==> src/rtl/ps2_msg_pkg.sv <==
// Shared state encoding and ASCII constants for the PS/2 message builder.
package ps2_msg_pkg;

  typedef enum logic [1:0] {
    EDIT  = 2'd0,
    SEND  = 2'd1,
    DRAIN = 2'd2
  } state_t;

  localparam logic [7:0] ASCII_BS         = 8'h08;
  localparam logic [7:0] ASCII_CR         = 8'h0D;
  localparam logic [7:0] ASCII_PRINT_LO   = 8'h20;
  localparam logic [7:0] ASCII_PRINT_HI   = 8'h7E;
  localparam logic [7:0] PAD_CHAR_DEFAULT = 8'h20;

endpackage

==> src/rtl/ps2_message_builder_sync_2ff.sv <==
// Two-flop synchroniser for a single asynchronous level into the clock domain.
module sync_2ff (
  input  logic clock,
  input  logic resetn,
  input  logic d,
  output logic q
);

  logic meta;

  always_ff @(posedge clock or negedge resetn) begin
    if (!resetn) begin
      meta <= 1'b0;
      q    <= 1'b0;
    end else begin
      meta <= d;
      q    <= meta;
    end
  end

endmodule

==> src/rtl/ps2_message_builder.sv <==
// Builds a typed message from ASCII key events and hands it to the GPIO link,
// holding it stable until the link's write-done handshake completes.
module ps2_message_builder
  import ps2_msg_pkg::*;
#(
  parameter int         MSG_CHARS = 16,
  parameter logic [7:0] PAD_CHAR  = PAD_CHAR_DEFAULT
) (
  input  logic                   clock,
  input  logic                   resetn,
  input  logic                   key_valid,
  input  logic [7:0]             key_ascii,
  input  logic                   send_done,
  output logic [MSG_CHARS*8-1:0] message_out,
  output logic                   msg_ready,
  output logic [4:0]             char_count,
  output logic                   overflow
);

  localparam logic [4:0] FULL_COUNT = 5'(MSG_CHARS);

  state_t state;
  logic   key_prev;
  logic   done_sync;
  logic   key_event;
  logic   is_print;

  sync_2ff u_done_sync (
    .clock  (clock),
    .resetn (resetn),
    .d      (send_done),
    .q      (done_sync)
  );

  assign key_event = key_valid && !key_prev;
  assign is_print  = (key_ascii >= ASCII_PRINT_LO) && (key_ascii <= ASCII_PRINT_HI);

  always_ff @(posedge clock or negedge resetn) begin
    if (!resetn) begin
      state       <= EDIT;
      message_out <= {MSG_CHARS{PAD_CHAR}};
      char_count  <= '0;
      msg_ready   <= 1'b0;
      overflow    <= 1'b0;
      key_prev    <= 1'b0;
    end else begin
      key_prev <= key_valid;
      unique case (state)
        EDIT: begin
          if (key_event) begin
            if (is_print) begin
              if (char_count < FULL_COUNT) begin
                message_out[8*32'(char_count) +: 8] <= key_ascii;
                char_count <= char_count + 5'd1;
              end else begin
                overflow <= 1'b1;
              end
            end else if (key_ascii == ASCII_BS) begin
              if (char_count != '0) begin
                message_out[8*32'(char_count - 5'd1) +: 8] <= PAD_CHAR;
                char_count <= char_count - 5'd1;
              end
            end else if (key_ascii == ASCII_CR) begin
              if (char_count != '0) begin
                msg_ready <= 1'b1;
                state     <= SEND;
              end
            end
          end
        end
        SEND: begin
          if (done_sync) begin
            msg_ready <= 1'b0;
            state     <= DRAIN;
          end
        end
        DRAIN: begin
          // Wait for the link to release write-done before reopening the buffer.
          if (!done_sync) begin
            message_out <= {MSG_CHARS{PAD_CHAR}};
            char_count  <= '0;
            overflow    <= 1'b0;
            state       <= EDIT;
          end
        end
        default: state <= EDIT;
      endcase
    end
  end

endmodule
==> config.mk <==
export PLATFORM = sky130hd
export DESIGN_NAME = ps2_message_builder
export DESIGN_NICKNAME = d
export VERILOG_FILES = /design/src/rtl/ps2_msg_pkg.sv /design/src/rtl/ps2_message_builder_sync_2ff.sv /design/src/rtl/ps2_message_builder.sv
export SDC_FILE = /design/constraint.sdc
export NUM_CORES = 1
export LEC_CHECK = 0
export ABC_AREA = 0
export BUFFER_PORTS_ARGS = -buffer_cell sky130_fd_sc_hd__buf_2
export CORE_UTILIZATION = 59
export CTS_BUF_LIST = sky130_fd_sc_hd__clkbuf_4 sky130_fd_sc_hd__clkbuf_8 sky130_fd_sc_hd__clkbuf_16
export DETAILED_ROUTE_END_ITERATION = 10
export GPL_TIMING_DRIVEN = 0
export PLACE_DENSITY = 0.86
export REMOVE_ABC_BUFFERS = 1
export SLEW_MARGIN = 20
export SYNTH_ARGS = -nofsm -noshare
export SYNTH_HDL_FRONTEND = slang
export SYNTH_SLANG_ARGS = --single-unit
==> constraint.sdc <==
create_clock -name clock -period 6.8 [get_ports clock]
set_input_delay 1.7 -clock clock [delete_from_list [all_inputs] [get_ports clock]]
set_output_delay 1.7 -clock clock [all_outputs]
set_load 0.02 [all_outputs]
==> results of run 1 <==
## flip-flops by register name, summed over array words and instances, names as in the netlist
register	flops
char_count	5
overflow	1
msg_ready	1
key_prev	1
state	2
u_done_sync.q	1
u_done_sync.meta	1
message_out	128
## power by group
part	total [mW]	switching, mW	internal, mW	leakage (nW)
clock network	0.956	0.358	0.598	0.294
registers	1.16	0.149	1.01	1.80
logic	1.53	0.997	0.536	1.84
total	3.65	1.50	2.14	3.94
## cells in the final DEF, fill, tap and decap left out, types with 16 or more instances in the layout
cell type  Yosys  final
buf_2          5    145
dfstp_2       16     16
and2_1        16     16
a21oi_1       21     21
nor3_1        17     16
dfrtp_1      124    124
nand2_1       28     28
nor2_1        24     24
clkbuf_16      0     17
inv_1         32     32
a22o_1        77     77
ha_1          17     17
## layout make-up
cell class | instances | area [um^2]
Sequential cell | 140 | 3520
Multi-Input combinational cell | 386 | 2870
Fill cell | 758 | 2840
Timing Repair Buffer | 149 | 783
Clock buffer | 20 | 454
Tap cell | 140 | 175
Clock inverter | 12 | 161
Inverter | 33 | 124
## critical path: stages (launching register included)
cell,delay (ns)
dfrtp_1,0.61
inv_1,0.23
ha_1,0.38
xnor2_2,0.52
nand2_1,0.35
or3_1,0.41
ha_1,0.30
nor4b_1,0.36
nand4_1,0.22
a2111oi_4,0.79
a21oi_2,0.14
a2111oi_4,0.79
mux2i_1,0.27
## cells in the mapped netlist (all sizes together), types with 3 or more instances
master	number
xnor2	6
nand4	3
o21a	4
and2	16
ha	17
nor4	11
nand2	28
nor4b	5
or3	15
nor3	17
clkbuf	28
buf	9
a22oi	11
nor2b	11
inv	33
o2bb2ai	12
a221oi	3
nor3b	4
a21oi	22
dfrtp	124
a2bb2oi	5
o21ai	16
dfstp	16
nand3	9
nor2	24
a31oi	13
a22o	77
mux2i	8
or4	4
a211o	5
nand2b	6
## metal layers
metal  up-vias  GRT usage [%]  routed length (um)
met5         -              0                   0
met3        38           7.90                1460
met2       306           52.3                8970
met4         0           15.0                 413
li1       2498              -                   -
met1      2884           45.1                7920
## kinds of logic after synthesis
kind of cell,synth area share (%)
XOR/XNOR,1.27
AO/OA/AOI/OAI,22.4
multiplexers,1.37
adder cells (fa/ha/maj),3.48
buffers and inverters,4.33
AND/OR/NAND/NOR,14.4
flip-flops,52.7
## metrics by stage
stage / total power, mW / cells
after floorplan: 2.17 / 559
final: 3.65 / 880
after CTS: 3.62 / 880
after global routing: 3.83 / 880
after detailed placement: 2.65 / 848
after global placement: 2.59 / 845
## how the worst min path moves through the flow
stage	start	to	slack (ns)	depth (start not counted)
2_1_floorplan	u_done_sync.meta	u_done_sync.q	0.33	0
3_3_place_gp	u_done_sync.meta	u_done_sync.q	0.33	0
3_5_place_dp	u_done_sync.meta	u_done_sync.q	0.33	0
4_1_cts	u_done_sync.meta	u_done_sync.q	0.35	0
5_1_grt	u_done_sync.meta	u_done_sync.q	0.35	0
6_report	u_done_sync.meta	u_done_sync.q	0.35	0
==> impl_metrics.tcl, run 1 <==
set metrics [dict create \
    cp.arrival_ns 5.83 \
    grt_setup_unrepaired "no" \
    hold_viol_final 0 \
    num_vias 5726 \
    drv_cap 0 \
    holdCritPathClass "reg2reg" \
    status "finished clean" \
    cts_root_buffer "clkbuf_16" \
    synth_area_leaders "dfrtp_1 (46%), a22o_1 (10%), dfstp_2 (6.3%), ha_1 (3.2%), inv_1 (1.8%)" \
    post-route-cell-area_um2 8100 \
    path_clk_slew_ns 0.06 \
    rows 38 \
    clock_skew_ns 0.00790 \
    powerDensity_nw_per_um2 451 \
    initial_core_util_pct 61.1 \
    cts_tree "done" \
    timing.rr.end "message_out[3]" \
    clkSinkCount 140 \
    die_y_um 108 \
    worst_pin_slew_ns 1.18 \
    io-pin-count 147 \
    grt_use_total_pct 33.7 \
    port_buffers 146 \
    async_reset_ff_share_pct 100 \
    ir_drop_uv 315 \
    setup_viol 0 \
    grt_pass1_wl_um 29600 \
    setup_tns_ns 0 \
    crit_start "char_count[0]" \
    p_leak_nw 3.94 \
    antenna_found_initial 0 \
    required_ns 7.14 \
    wl_um 18800 \
    h-tree-depth 4 \
    rr_worst_depth 12 \
    gp_congestion 0.909 \
    avgSynthCellArea_um2 11.2 \
    syn_to_final_growth_pct 21.2 \
    grt_max_degree 102 \
    ys_seq_area_share_pct 52.7 \
    synth_area_um2 6680 \
    synthFlopType "dfrtp_1" \
    ctsHoldBuffers 0 \
    synth.distinct_cells 73 \
    cts_buffer_depth 2 \
    syn_inst 596 \
    r2r_start "char_count[0]" \
    finalCritPeriodShare_pct 80.7 \
    ys_warn_count 0 \
    synth-edff-count 0 \
    cp-endpoint "message_out[3]" \
    synth_top_area_share_pct 46.4 \
    place_ws_ns 1.12 \
    drt-pass1-iter-count 6 \
    cts_buffers 17 \
    drt_iter0_drc 551 \
    fin_util_pct 74.0 \
    cts_resized 0 \
    core_area_um2 10900 \
    critical_path.endpoint_type "register" \
    post-cts-setup-buffers 0 \
    grt_pass1_vias 5490 \
    ant_nets 0 \
    grt_overflow 0 \
    worstSkewPairLatency_ns 0.43 \
    wl_per_cell_um 21.3 \
    fp.dieArea_um2 11800 \
    drv_slew 0 \
    drc_errors 0 \
    viasPerCell 6.51 \
    final_nets 757 \
    slew_headroom_pct 20.2 \
    die_w_um 108 \
    yosys.area.top_type "dfrtp_1" \
    cp_max_fo 15 \
    setup_ws_ns 1.31 \
    crit_path_start_kind "register" \
    r2r_slack_ns 1.31 \
    ys_seq_elements 140 \
    diodes 0 \
    path_class "reg2reg" \
    min_period_ns 5.49 \
    place_area_um2 7480 \
    drive_above_1_share_pct 30.1 \
    hold_ws_ns 0.347 \
    fmax_mhz 182 \
    hpwl_um 12600 \
]
Note: power is estimated with default switching activity, not from simulation.
==> inputs of run 2 (changes only) <==
CORE_UTILIZATION = 55   (was 59)
PLACE_DENSITY = 0.81   (was 0.86)
clock period = 5.31 ns   (was 6.8 ns; I/O delays follow)
==> run 2 against run 1 <==
Net effect:
- the flow now finishes with violations (design-rule violations)
- highest routed layer unchanged
- final area is 0.94% higher
- clock power is 31% higher
- worst setup slack worse by 0.96 ns
- critical path type unchanged
- sequential share of layout area is 0.41 points lower
- largest cell class unchanged
- largest power group unchanged
- utilization is 3.7 points lower
- non-clock buffer count is 3 higher
- power is 29% higher
- critical endpoint is now message_out[20]
- global-route usage is 3.4 points lower
==> impl_metrics.tcl, run 2 (synthesis gave the netlist of run 1 again) <==
set metrics [dict create \
    status "complete, but fails checks" \
    failed_checks "design-rule violations" \
    min_period_ns 4.96 \
    grt_setup_unrepaired "no" \
    cp-endpoint "message_out[20]" \
    post-route-cell-area_um2 8170 \
    cts_buffers 17 \
    wl_um 18300 \
    clock_skew_ns 0.00739 \
    cts_root_buffer "clkbuf_16" \
    drc_errors 15 \
    die_w_um 112 \
    largest_reg_flops 128 \
    crit_path_start_kind "register" \
    drt-pass1-iter-count 8 \
    final_nets 760 \
    grt_pass1_vias 5537 \
    drv_cap 0 \
    critical_path.endpoint_type "register" \
    syn_to_final_growth_pct 22.3 \
    core_area_um2 11600 \
    fp.dieArea_um2 12600 \
    wl_per_cell_um 20.6 \
    antenna_found_initial 0 \
    viasPerCell 6.31 \
    nFillCells 884 \
    finalCritPeriodShare_pct 93.4 \
    place_area_um2 7480 \
    io-pin-count 147 \
    drt_iter0_drc 528 \
    num_vias 5591 \
    slew_headroom_pct 28.5 \
    cp_max_fo 15 \
    grt_overflow 0 \
    r2r_slack_ns 0.35 \
    h-tree-depth 4 \
    r2r_start "char_count[0]" \
    hpwl_um 12500 \
    ant_nets 0 \
    port_buffers 146 \
    grt_max_degree 94 \
    cp.arrival_ns 5.26 \
    timing.rr.end "message_out[20]" \
    ff_latch_area_um2 3520 \
    drv_slew 0 \
    powerDensity_nw_per_um2 578 \
    multi_input_area_um2 2890 \
    diodes 0 \
    layout_commonest_cell "buf_2" \
    die_y_um 112 \
    holdCritPathClass "reg2reg" \
    setup_viol 0 \
    worst_pin_slew_ns 1.06 \
    fmax_mhz 202 \
    rows 39 \
    ctsHoldBuffers 0 \
    required_ns 5.61 \
    p_leak_nw 3.98 \
    gp_congestion 0.923 \
    worstSkewPairLatency_ns 0.41 \
    grt_use_total_pct 30.3 \
    clkSinkCount 140 \
    grt_pass1_wl_um 29400 \
    final_cell_mix "buf_2 (145), dfrtp_1 (124), a22o_1 (77), inv_1 (32), nand2_1 (28)" \
    cts_buffer_depth 2 \
    regMostFlops "message_out" \
    path_clk_slew_ns 0.06 \
    reg.largest.list "message_out (128), char_count (5), state (2)" \
    hold_viol_final 0 \
    drive_above_1_share_pct 30.6 \
    path_class "reg2reg" \
    initial_core_util_pct 57.5 \
    cts_tree "done" \
    crit_start "char_count[0]" \
    rr_worst_depth 13 \
    setup_tns_ns 0 \
    ir_drop_uv 298 \
]
==> run 2: critical path, stage by stage (launching register included) <==
cell and delay (ns):
dfrtp_1 0.62, inv_1 0.24, ha_1 0.42, xnor2_4 0.37, nand2_1 0.29, or3_1 0.41, ha_1 0.33, nand4b_1 0.10
or4_4 0.50, a2111oi_4 0.35, buf_4 0.24, a31oi_1 0.13, or3_1 0.54, a22o_1 0.30
==> run 2: metrics by stage <==
| stage | util (%) | power, mW | hold WS [ns] | cells | setup WS [ns] |
|---|---|---|---|---|---|
| 2_1_floorplan | - | 2.78 | 0.331 | 559 | 0.859 |
| 3_3_place_gp | 63.9 | 3.31 | 0.332 | 848 | 0.123 |
| 3_5_place_dp | 64.4 | 3.39 | 0.337 | 851 | 0.0269 |
| 4_1_cts | 69.9 | 4.66 | 0.350 | 883 | 0.0450 |
| 5_1_grt | 70.4 | 4.96 | 0.366 | 886 | 0.00790 |
| 6_report | 70.4 | 4.72 | 0.347 | 886 | 0.351 |
==> run 2: timing repair <==
item,4_1_cts,5_1_grt
setup buffers,0,3
endpoints found under the setup margin,2,124
pin swaps,1,2
resized for setup,0,1
==> run 2: cell type report <==
class,instances,area share [%]
inverters,33,1.52
flip-flops and latches,140,43.1
well taps,143,2.19
clock buffers,27,6.51
repair buffers,152,10.0
clock inverters,5,1.30
multi-input cells,386,35.4
==> run 2: worst min path at each step <==
stage | start | to | cells after the start
4_1_cts | u_done_sync.meta | u_done_sync.q | 0
3_3_place_gp | u_done_sync.meta | u_done_sync.q | 0
5_1_grt | u_done_sync.meta | u_done_sync.q | 0
3_5_place_dp | u_done_sync.meta | u_done_sync.q | 0
2_1_floorplan | u_done_sync.meta | u_done_sync.q | 0
6_report | u_done_sync.meta | u_done_sync.q | 0
==> run 2: routing by layer <==
metal  routed length (um)  global-route usage [%]  vias up
li1                     -                       -     2503
met1                 7960                    41.5     2792
met2                 8490                    46.4      267
met3                 1450                    7.18       29
met4                  359                    12.9        0
met5                    0                       0        -
==> run 2: power by group <==
| part | switching [mW] | internal, mW |
|---|---|---|
| clock network | 0.423 | 0.829 |
| registers | 0.189 | 1.29 |
| logic | 1.28 | 0.712 |
